[config.mk]
export PLATFORM = sky130hd
export DESIGN_NAME = spi_mosi_miso_flat
export DESIGN_NICKNAME = d
export VERILOG_FILES = /design/src/rtl/spi_pkg.sv /design/src/rtl/spi_mosi_miso_if.sv /design/src/rtl/spi_shift_channel.sv /design/src/rtl/spi_mosi_miso.sv /design/src/flat_wrapper.sv
export SDC_FILE = /design/constraint.sdc
export NUM_CORES = 1
export LEC_CHECK = 0
export ABC_AREA = 1
export BUFFER_PORTS_ARGS = -buffer_cell sky130_fd_sc_hd__buf_2
export CORE_MARGIN = 1.5
export CORE_UTILIZATION = 55
export DETAILED_ROUTE_END_ITERATION = 8
export PLACE_DENSITY = 0.77
export REMOVE_ABC_BUFFERS = 1
export SLEW_MARGIN = 10
export SYNTH_ARGS = -nofsm -noshare
export SYNTH_HDL_FRONTEND = slang
export SYNTH_HIERARCHICAL = 1
export SYNTH_SLANG_ARGS = --single-unit
export TNS_END_PERCENT = 30
[constraint.sdc]
create_clock -name clk -period 1.5 [get_ports clk]
set_input_delay 0.075 -clock clk [delete_from_list [all_inputs] [get_ports clk]]
set_output_delay 0.075 -clock clk [all_outputs]
set_load 0.1 [all_outputs]
[src/rtl/spi_pkg.sv]
// spi_pkg: shared types, word width and counter sizing for the SPI data engine
package spi_pkg;
   localparam int W_CPU = 32;
   typedef enum logic {IDLE, SHIFT} spi_state_t;
   typedef enum logic {TX, RX} spi_dir_t;
   function automatic int cnt_w(input int w);
      return $clog2(w) + 1;
   endfunction
endpackage

[src/rtl/spi_mosi_miso_if.sv]
// spi_mosi_miso_if: word-level transmit/receive bus between the register file and the SPI engine
interface spi_mosi_miso_if #(parameter int WIDTH = 32);
   logic             transmit_ready;
   logic [WIDTH-1:0] transmit_data;
   logic             transmit_start;
   logic             mosi_out;
   logic             receive_ready;
   logic [WIDTH-1:0] receive_data;
   logic             receive_start;
   logic             miso_in;
   modport master (
      input  transmit_ready, mosi_out, receive_ready, receive_data,
      output transmit_data, transmit_start, receive_start, miso_in
   );
   modport slave (
      output transmit_ready, mosi_out, receive_ready, receive_data,
      input  transmit_data, transmit_start, receive_start, miso_in
   );
endinterface

[src/rtl/spi_shift_channel.sv]
// spi_shift_channel: one IDLE/SHIFT channel; TX serializes a word MSB first, RX assembles one
module spi_shift_channel import spi_pkg::*; #(
   parameter int       WIDTH = W_CPU,
   parameter spi_dir_t DIR   = TX
) (
   input  logic                                   clk,
   input  logic                                   rst,
   input  logic                                   i_start,
   input  logic [(DIR == TX ? WIDTH : 1)-1:0]     i_in,
   output logic                                   o_ready,
   output logic [(DIR == TX ? 1 : WIDTH)-1:0]     o_out
);
   localparam int CW = cnt_w(WIDTH);
   spi_state_t r_state, w_state_nxt;
   logic [CW-1:0] r_cnt;
   logic w_last, w_accept;
   assign w_last   = r_cnt == CW'(WIDTH - 1);
   assign w_accept = r_state == IDLE && i_start;
   assign o_ready  = r_state == IDLE;
   always_comb begin
      w_state_nxt = r_state;
      w_state_nxt = (r_state == IDLE) ? (i_start ? SHIFT : IDLE) : (w_last ? IDLE : SHIFT);
   end
   always_ff @(posedge clk) begin
      if (rst) begin
         r_state <= IDLE;
         r_cnt   <= '0;
      end else begin
         r_state <= w_state_nxt;
         r_cnt   <= (r_state == SHIFT) ? r_cnt + 1'b1 : '0;
      end
   end
   generate
      if (DIR == TX) begin : g_tx
         // zeros shift in behind the word, so mosi returns to 0 once the last bit leaves
         logic [WIDTH-1:0] r_sh;
         always_ff @(posedge clk) begin
            if (rst) r_sh <= '0;
            else if (w_accept) r_sh <= i_in;
            else if (r_state == SHIFT) r_sh <= {r_sh[WIDTH-2:0], 1'b0};
         end
         assign o_out = r_sh[WIDTH-1];
      end else begin : g_rx
         // only WIDTH-1 bits are held; the final sample goes straight into the output word
         logic [WIDTH-2:0] r_sh;
         logic [WIDTH-1:0] r_word, w_word;
         assign w_word = {r_sh, i_in};
         always_ff @(posedge clk) begin
            if (rst) begin
               r_sh   <= '0;
               r_word <= '0;
            end else if (r_state == SHIFT) begin
               r_sh <= w_word[WIDTH-2:0];
               if (w_last) r_word <= w_word;
            end
         end
         assign o_out = r_word;
      end
   endgenerate
endmodule

[src/rtl/spi_mosi_miso.sv]
// spi_mosi_miso: full-duplex word-serial SPI data engine (independent TX and RX channels)
// SPI_DEBUG_EN adds a per-cycle trace with a 32-bit mosi history; behaviour is unchanged.
module spi_mosi_miso import spi_pkg::*; #(
   parameter int WIDTH = W_CPU
) (
   input logic             clk,
   input logic             rst,
   spi_mosi_miso_if.slave  bus
);
   spi_shift_channel #(.WIDTH(WIDTH), .DIR(TX)) u_tx (
      .clk     (clk),
      .rst     (rst),
      .i_start (bus.transmit_start),
      .i_in    (bus.transmit_data),
      .o_ready (bus.transmit_ready),
      .o_out   (bus.mosi_out)
   );
   spi_shift_channel #(.WIDTH(WIDTH), .DIR(RX)) u_rx (
      .clk     (clk),
      .rst     (rst),
      .i_start (bus.receive_start),
      .i_in    (bus.miso_in),
      .o_ready (bus.receive_ready),
      .o_out   (bus.receive_data)
   );
`ifdef SPI_DEBUG_EN
   logic [31:0] r_hist;
   always_ff @(posedge clk) begin
      if (rst) r_hist <= '0;
      else r_hist <= {r_hist[30:0], bus.mosi_out};
      $display("spi: txr=%b txs=%b mosi=%b hist=%h rxr=%b rxs=%b miso=%b rxd=%h",
               bus.transmit_ready, bus.transmit_start, bus.mosi_out, r_hist,
               bus.receive_ready, bus.receive_start, bus.miso_in, bus.receive_data);
   end
`else
`endif
endmodule

[src/flat_wrapper.sv]
// flat-port wrapper written by rule: the top's interface ports become plain ports
module spi_mosi_miso_flat import spi_pkg::*;
#(
   parameter int WIDTH = W_CPU
)
  (clk, rst, bus_transmit_ready, bus_mosi_out, bus_receive_ready, bus_receive_data, bus_transmit_data, bus_transmit_start, bus_receive_start, bus_miso_in);
  spi_mosi_miso_if #(.WIDTH(WIDTH)) bus_i ();
  input logic clk;
  input logic rst;
  output wire logic [$bits(bus_i.transmit_ready)-1:0] bus_transmit_ready;
  output wire logic [$bits(bus_i.mosi_out)-1:0] bus_mosi_out;
  output wire logic [$bits(bus_i.receive_ready)-1:0] bus_receive_ready;
  output wire logic [$bits(bus_i.receive_data)-1:0] bus_receive_data;
  input wire logic [$bits(bus_i.transmit_data)-1:0] bus_transmit_data;
  input wire logic [$bits(bus_i.transmit_start)-1:0] bus_transmit_start;
  input wire logic [$bits(bus_i.receive_start)-1:0] bus_receive_start;
  input wire logic [$bits(bus_i.miso_in)-1:0] bus_miso_in;
  assign bus_transmit_ready = bus_i.transmit_ready;
  assign bus_mosi_out = bus_i.mosi_out;
  assign bus_receive_ready = bus_i.receive_ready;
  assign bus_receive_data = bus_i.receive_data;
  assign bus_i.transmit_data = bus_transmit_data;
  assign bus_i.transmit_start = bus_transmit_start;
  assign bus_i.receive_start = bus_receive_start;
  assign bus_i.miso_in = bus_miso_in;
  spi_mosi_miso #(.WIDTH(WIDTH)) u_core (.clk(clk), .rst(rst), .bus(bus_i));
endmodule
==> impl_metrics.yaml, run 1 <==
floorplan:
  die_area_um2: 8610
  floorplan.initialDensity: 0.571
  core_footprint_um2: 7770
  io_pins: 72
  die_w_um: 92.8
  die_height_um: 92.8
  row_count: 32
grt:
  wire_length_of_the_first_global_routing_pass_mm: 14.7
  global_route.overflow_total: 0
  vias_in_the_first_global_route: 3596
  number_of_antenna_violations_at_the_first_check_in_global_routing: 0
  globalRouteTotalUtil: 0.209
  largest_net_degree_at_the_start_of_global_routing: 65
clock_tree:
  clockBufferDepth: 2
  cts_inserted_buffers: 9
  reg_clk_slew_reported_paths_ns: 0.11
  clock_tree_from_tritoncts: "yes"
  post_cts_buffers: 0
  cts_repair_resize_count: 0
  cts-hold-fix-buffers: 25
  worst_skew_pair.late_latency_ns: 0.36
  clock-sinks: 109
  ctsRootBufferMaster: "sky130_fd_sc_hd__clkbuf_8"
  cts.htree.levels: 3
synthesis:
  synth.cell_area_um2: 4430
  yosys-top-cells-area: "sky130_fd_sc_hd__dfxtp_1 49%, sky130_fd_sc_hd__nand2_1 14%, sky130_fd_sc_hd__nand3_1 7.5%, sky130_fd_sc_hd__nor2_1 6.8%, sky130_fd_sc_hd__inv_1 6.2%"
  synth-seq-area-share: 0.492
  synth_commonest_cells: "163 x sky130_fd_sc_hd__nand2_1, 109 x sky130_fd_sc_hd__dfxtp_1, 80 x sky130_fd_sc_hd__nor2_1"
  synthFlopType: "sky130_fd_sc_hd__dfxtp_1"
  synth_edf_count: 0
  synth.avg_cell_area_um2: 7.19
  synthDistinctLibCells: 26
  post_synthesis_sequential_element_count: 109
  synth_top_area_frac: 0.492
  netlist.top_cell.by_area: "sky130_fd_sc_hd__dfxtp_1"
  postSynthCellCount: 616
  postSynth.asyncResetShare: 0
  yosysWarnings: 6
  yosysMostFrequentCell: "sky130_fd_sc_hd__nand2_1"
pwr:
  leakagePower_nw: 2.55
  fin_total_pwr_mw: 5.22
  pwr_density_nw_per_um2: 984
  p_int_mw: 3.86
  seqPwrFrac: 0.590
  power_switching_share: 0.261
  clkPwrFrac: 0.305
  ir_drop_v: 0.000513
  power_switching_mw: 1.36
  comb_power_share: 0.105
finish:
  area_growth_pct: 19.6
  final_cell_count_no_fill: 806
  final_area_um2: 5300
  post_route_cells_drive_above_1_share: 0.153
  num_antenna_cells: 0
  number_of_nets_at_the_end_of_the_flow: 738
drt:
  detail_route.first_pass.iterations: 4
  detail_route.iter0.violations: 159
  antenna_violating_nets_post_route: 0
  drt-total-wl_mm: 8.66
  drc: 0
  avgRoutedWirePerCell_um: 10.7
  viasPerCell: 4.86
  route.vias.total: 3921
hold_path:
  whs_path_depth: 5
  worstHoldStart: "bus_transmit_data[29]"
  holdCritPathClass: "input pin to register"
  hold-path-endpoint: "u_core/u_tx/g_tx.r_sh[29]"
critical_path:
  cp_data_required_time_ns: 1.80
  r2r_start: "u_core/u_rx/r_cnt[0]"
  worst-endpoint-arrival_ns: 1.67
  rrSetupSlack_ns: 0.13
  cp-start-kind: "register"
  path_class: "register to register"
  kind_of_end_point_of_the_critical_path: "register"
  r2r_end: "u_core/u_rx/o_out[14]"
  maximum_fanout_along_the_worst_path: 16
  r2r_cells: 6
timing:
  timing.slew.headroom: 0.662
  fmax_mhz: 730
  setup_viol: 0
  period_share: 0.913
  max_slew.worst_pin.slew_ns: 0.511
  setup_ws_ns: 0.130
  final_hold_viol_count: 0
  finClkSkew_ns: 0.0138
  fin_hold_ws_ns: 0.0166
  post-route-min-period_ns: 1.37
  maxSlewViolCount: 0
  grt_setup_unrepaired: "false"
placed_design:
  pre_cts_slack_ns: 0.133
  postPlaceCellArea_um2: 4880
  place.detailed.instances: 765
  place.port_buffers: 71
  gp_routability_congestion: 0.777
  dp.final_hpwl_mm: 5.48
job:
  cap_viol_max_count: 0
run_status:
  outcome: "finished, final reports clean"
## worst max-delay path, stage by stage (launching register included)
cell and delay (ns):
sky130_fd_sc_hd__dfxtp_1 0.36, sky130_fd_sc_hd__ha_1 0.21, sky130_fd_sc_hd__nand3_2 0.18, sky130_fd_sc_hd__nor2_8 0.17, sky130_fd_sc_hd__buf_4 0.22, sky130_fd_sc_hd__nor2_1 0.07
sky130_fd_sc_hd__nor2_1 0.11
## power by group through the flow
stage	clock network, mW	logic (mW)	registers [mW]
2_1_floorplan	0	0.299	3.17
3_3_place_gp	0	0.484	3.14
3_5_place_dp	0	0.495	3.15
4_1_cts	1.64	0.549	3.08
5_1_grt	1.74	0.623	3.10
6_report	1.59	0.550	3.08
## how the worst max path moves through the flow
| stage | from | to | slack (ns) | cells past startpoint |
|---|---|---|---|---|
| after floorplan | u_core/u_rx/r_state | u_core/u_rx/r_cnt[3] | -1.24 | 4 |
| after global placement | u_core/u_rx/r_cnt[0] | u_core/u_rx/o_out[29] | 0.22 | 7 |
| after detailed placement | u_core/u_rx/r_cnt[0] | u_core/u_rx/o_out[16] | 0.13 | 6 |
| after CTS | u_core/u_rx/r_cnt[0] | u_core/u_rx/o_out[16] | 0.11 | 6 |
| after global routing | u_core/u_rx/r_cnt[0] | u_core/u_rx/o_out[9] | 0.05 | 6 |
| final | u_core/u_rx/r_cnt[0] | u_core/u_rx/o_out[14] | 0.13 | 6 |
## logic make-up after synthesis
group / after synthesis / synth area share
adders and majority gates: 2 / 0.00565
AOI/OAI and AO/OA: 73 / 0.0830
DFF: 109 / 0.492
and+or+nand+nor: 317 / 0.301
buffers and inverters: 112 / 0.112
xor gates and xnor gates: 3 / 0.00593
## final cells by class
cell class / instances / area, um^2
multi-input cells: 395 / 1750
well taps: 102 / 128
inverters: 77 / 289
flip-flops and latches: 109 / 2180
fillers: 668 / 2470
clock inverters: 6 / 46.3
clock buffers: 10 / 128
repair buffers: 107 / 776
## metal layers
| layer | routed length (um) | track usage | up-vias |
|---|---|---|---|
| li1 | - | - | 2057 |
| met1 | 4010 | 0.243 | 1770 |
| met2 | 4180 | 0.384 | 84 |
| met3 | 358 | 0.0271 | 10 |
| met4 | 115 | 0.0833 | 0 |
| met5 | 0 | 0 | - |
## sequential cells by signal (all words and copies together), names as in the netlist
register	flops
u_core/u_rx/o_out	32
u_core/u_tx/g_tx.r_sh	32
u_core/u_rx/g_rx.r_sh	31
u_core/u_rx/r_cnt	6
u_core/u_tx/r_cnt	6
u_core/u_rx/r_state	1
u_core/u_tx/r_state	1
## per-stage QoR
step | utilization | setup TNS (ns)
floorplan | - | -47.17
global placement | 0.628 | 0
detailed placement | 0.628 | 0
CTS | 0.683 | 0
global route | 0.683 | 0
finish | 0.683 | 0
## cells in the final DEF, fill, tap and decap left out, types with 25 or more instances in the layout
cell type / Yosys / layout
sky130_fd_sc_hd__o21ai_0: 27 / 27
sky130_fd_sc_hd__nand2_1: 163 / 163
sky130_fd_sc_hd__buf_2: 8 / 71
sky130_fd_sc_hd__nor2_1: 80 / 80
sky130_fd_sc_hd__a21oi_1: 36 / 36
sky130_fd_sc_hd__dlygate4sd3_1: 0 / 25
sky130_fd_sc_hd__inv_1: 73 / 73
sky130_fd_sc_hd__nand3_1: 66 / 66
sky130_fd_sc_hd__dfxtp_1: 109 / 108
Note: power is estimated with default switching activity, not from simulation.
==> run 2: changes to the inputs <==
--- a/config.mk
+++ b/config.mk
@@ -10,5 +10,5 @@
 export CORE_MARGIN = 1.5
-export CORE_UTILIZATION = 55
+export CORE_UTILIZATION = 45
 export DETAILED_ROUTE_END_ITERATION = 8
-export PLACE_DENSITY = 0.77
+export PLACE_DENSITY = 0.65
 export REMOVE_ABC_BUFFERS = 1
==> constraint.sdc (replaced) <==
create_clock -name clk -period 1.5 [get_ports clk]
set_input_delay 0.225 -clock clk [delete_from_list [all_inputs] [get_ports clk]]
set_output_delay 0.225 -clock clk [all_outputs]
set_load 0.1 [all_outputs]
==> impl_metrics.yaml, run 2 (same netlist as run 1, synthesis figures left out) <==
clock_tree:
  worst_skew_pair.late_latency_ns: 0.36
  clock_tree_from_tritoncts: "yes"
  ctsRootBufferMaster: "sky130_fd_sc_hd__clkbuf_8"
  clockBufferDepth: 2
  reg_clk_slew_reported_paths_ns: 0.09
  cts-hold-fix-buffers: 0
  cts_inserted_buffers: 9
  cts.htree.levels: 3
  clock-sinks: 109
drt:
  detail_route.iter0.violations: 152
  route.vias.total: 3669
  viasPerCell: 4.52
  drc: 0
  avgRoutedWirePerCell_um: 10.1
  antenna_violating_nets_post_route: 0
  detail_route.first_pass.iterations: 5
  drt-total-wl_mm: 8.21
critical_path:
  maximum_fanout_along_the_worst_path: 5
  r2r_cells: 7
  kind_of_end_point_of_the_critical_path: "output pin"
  r2r_start: "u_core/u_rx/r_cnt[0]"
  path_class: "register to output pin"
  rrSetupSlack_ns: 0.14
  cp-start-kind: "register"
  worst-endpoint-arrival_ns: 1.16
  cp_data_required_time_ns: 1.27
  r2r_end: "u_core/u_rx/o_out[8]"
timing:
  fin_hold_ws_ns: 0.103
  maxSlewViolCount: 0
  period_share: 0.925
  finClkSkew_ns: 0.0124
  max_slew.worst_pin.slew_ns: 0.515
  setup_ws_ns: 0.112
  setup_viol: 0
  grt_setup_unrepaired: "false"
  post-route-min-period_ns: 1.39
  timing.slew.headroom: 0.659
  final_hold_viol_count: 0
  fmax_mhz: 720
floorplan:
  die_w_um: 102
  floorplan.initialDensity: 0.458
  row_count: 36
  core_footprint_um2: 9680
  io_pins: 72
  die_area_um2: 10500
  die_height_um: 102
pwr:
  ir_drop_v: 0.000708
  pwr_density_nw_per_um2: 1050
  leakagePower_nw: 2.48
  fin_total_pwr_mw: 5.42
hold_path:
  holdCritPathClass: "input pin to register"
  hold-path-endpoint: "u_core/u_tx/g_tx.r_sh[0]"
  whs_path_depth: 2
  worstHoldStart: "rst"
finish:
  number_of_nets_at_the_end_of_the_flow: 714
  mostFrequentLayoutCell: "sky130_fd_sc_hd__nand2_1"
  final_area_um2: 5160
  layout_common_cells: "163 x sky130_fd_sc_hd__nand2_1, 108 x sky130_fd_sc_hd__dfxtp_1, 80 x sky130_fd_sc_hd__nor2_1"
  area_growth_pct: 16.3
  num_antenna_cells: 0
  post_route_cells_drive_above_1_share: 0.159
  fraction_of_the_core_area_covered_by_cells_at_the_end_of_the_flow: 0.532
grt:
  globalRouteTotalUtil: 0.167
  global_route.overflow_total: 0
  largest_net_degree_at_the_start_of_global_routing: 65
  number_of_antenna_violations_at_the_first_check_in_global_routing: 0
  vias_in_the_first_global_route: 3360
  wire_length_of_the_first_global_routing_pass_mm: 14.0
run_status:
  outcome: "finished, final reports clean"
placed_design:
  place.port_buffers: 71
  pre_cts_slack_ns: 0.155
  dp.final_hpwl_mm: 5.33
  gp_routability_congestion: 0.737
  postPlaceCellArea_um2: 4940
job:
  cap_viol_max_count: 0
run 2: cell count changes in the layout (fill, tap and decap cells not counted), sizes merged:
| cell | change |
|---|---|
| buf | +1 |
| bufinv | +2 |
| clkbuf | +1 |
| clkinvlp | -2 |
| dlygate4sd3 | -25 |
| inv | -2 |
run 2: where the power goes:
part | internal, mW | switching [mW]
sequential | 3.01 | 0.0613
clock | 0.934 | 0.906
combinational | 0.192 | 0.318
total | 4.14 | 1.29
run 2: area by class of cell:
cell class,instances,area (um^2)
Clock buffer,11,131
Fill cell,987,4530
Multi-Input combinational cell,395,1750
Timing Repair Buffer,83,558
Tap cell,133,166
Sequential cell,109,2190
Inverter,77,289
Clock inverter,4,73.8
run 2: how the worst max path moves through the flow:
stage / depth (start not counted) / to / start
after floorplan: 4 / u_core/u_rx/r_cnt[3] / u_core/u_rx/r_state
after global placement: 7 / u_core/u_rx/o_out[6] / u_core/u_rx/r_cnt[0]
after detailed placement: 7 / u_core/u_rx/o_out[8] / u_core/u_rx/r_cnt[0]
after CTS: 3 / bus_receive_ready / u_core/u_rx/r_state
after global routing: 2 / bus_transmit_ready / u_core/u_tx/r_state
final: 2 / bus_transmit_ready / u_core/u_tx/r_state
run 2: timing repair:
item | 4_1_cts | 5_1_grt
resized for setup | 2 | 3
setup endpoints to repair | 2 | 1
hold endpoints to repair | 0 | 0
setup buffers | 0 | 0
run 2: worst max-delay path: stages (launching register included):
cell,delay (ns)
sky130_fd_sc_hd__dfxtp_1,0.45
sky130_fd_sc_hd__inv_1,0.11
sky130_fd_sc_hd__buf_4,0.25
run 2: layer usage:
metal | share of wire | vias to the layer above | global-route usage
met5 | 0 | - | 0
met4 | 0.012 | 0 | 0.0485
met3 | 0.044 | 9 | 0.0451
met2 | 0.46 | 64 | 0.304
met1 | 0.49 | 1585 | 0.191
li1 | - | 2011 | -
run 2: through the flow:
step	cells	TNS, ns
finish	812	0
global route	812	0
CTS	812	0
detailed placement	797	0
global placement	797	0
floorplan	581	-47.47
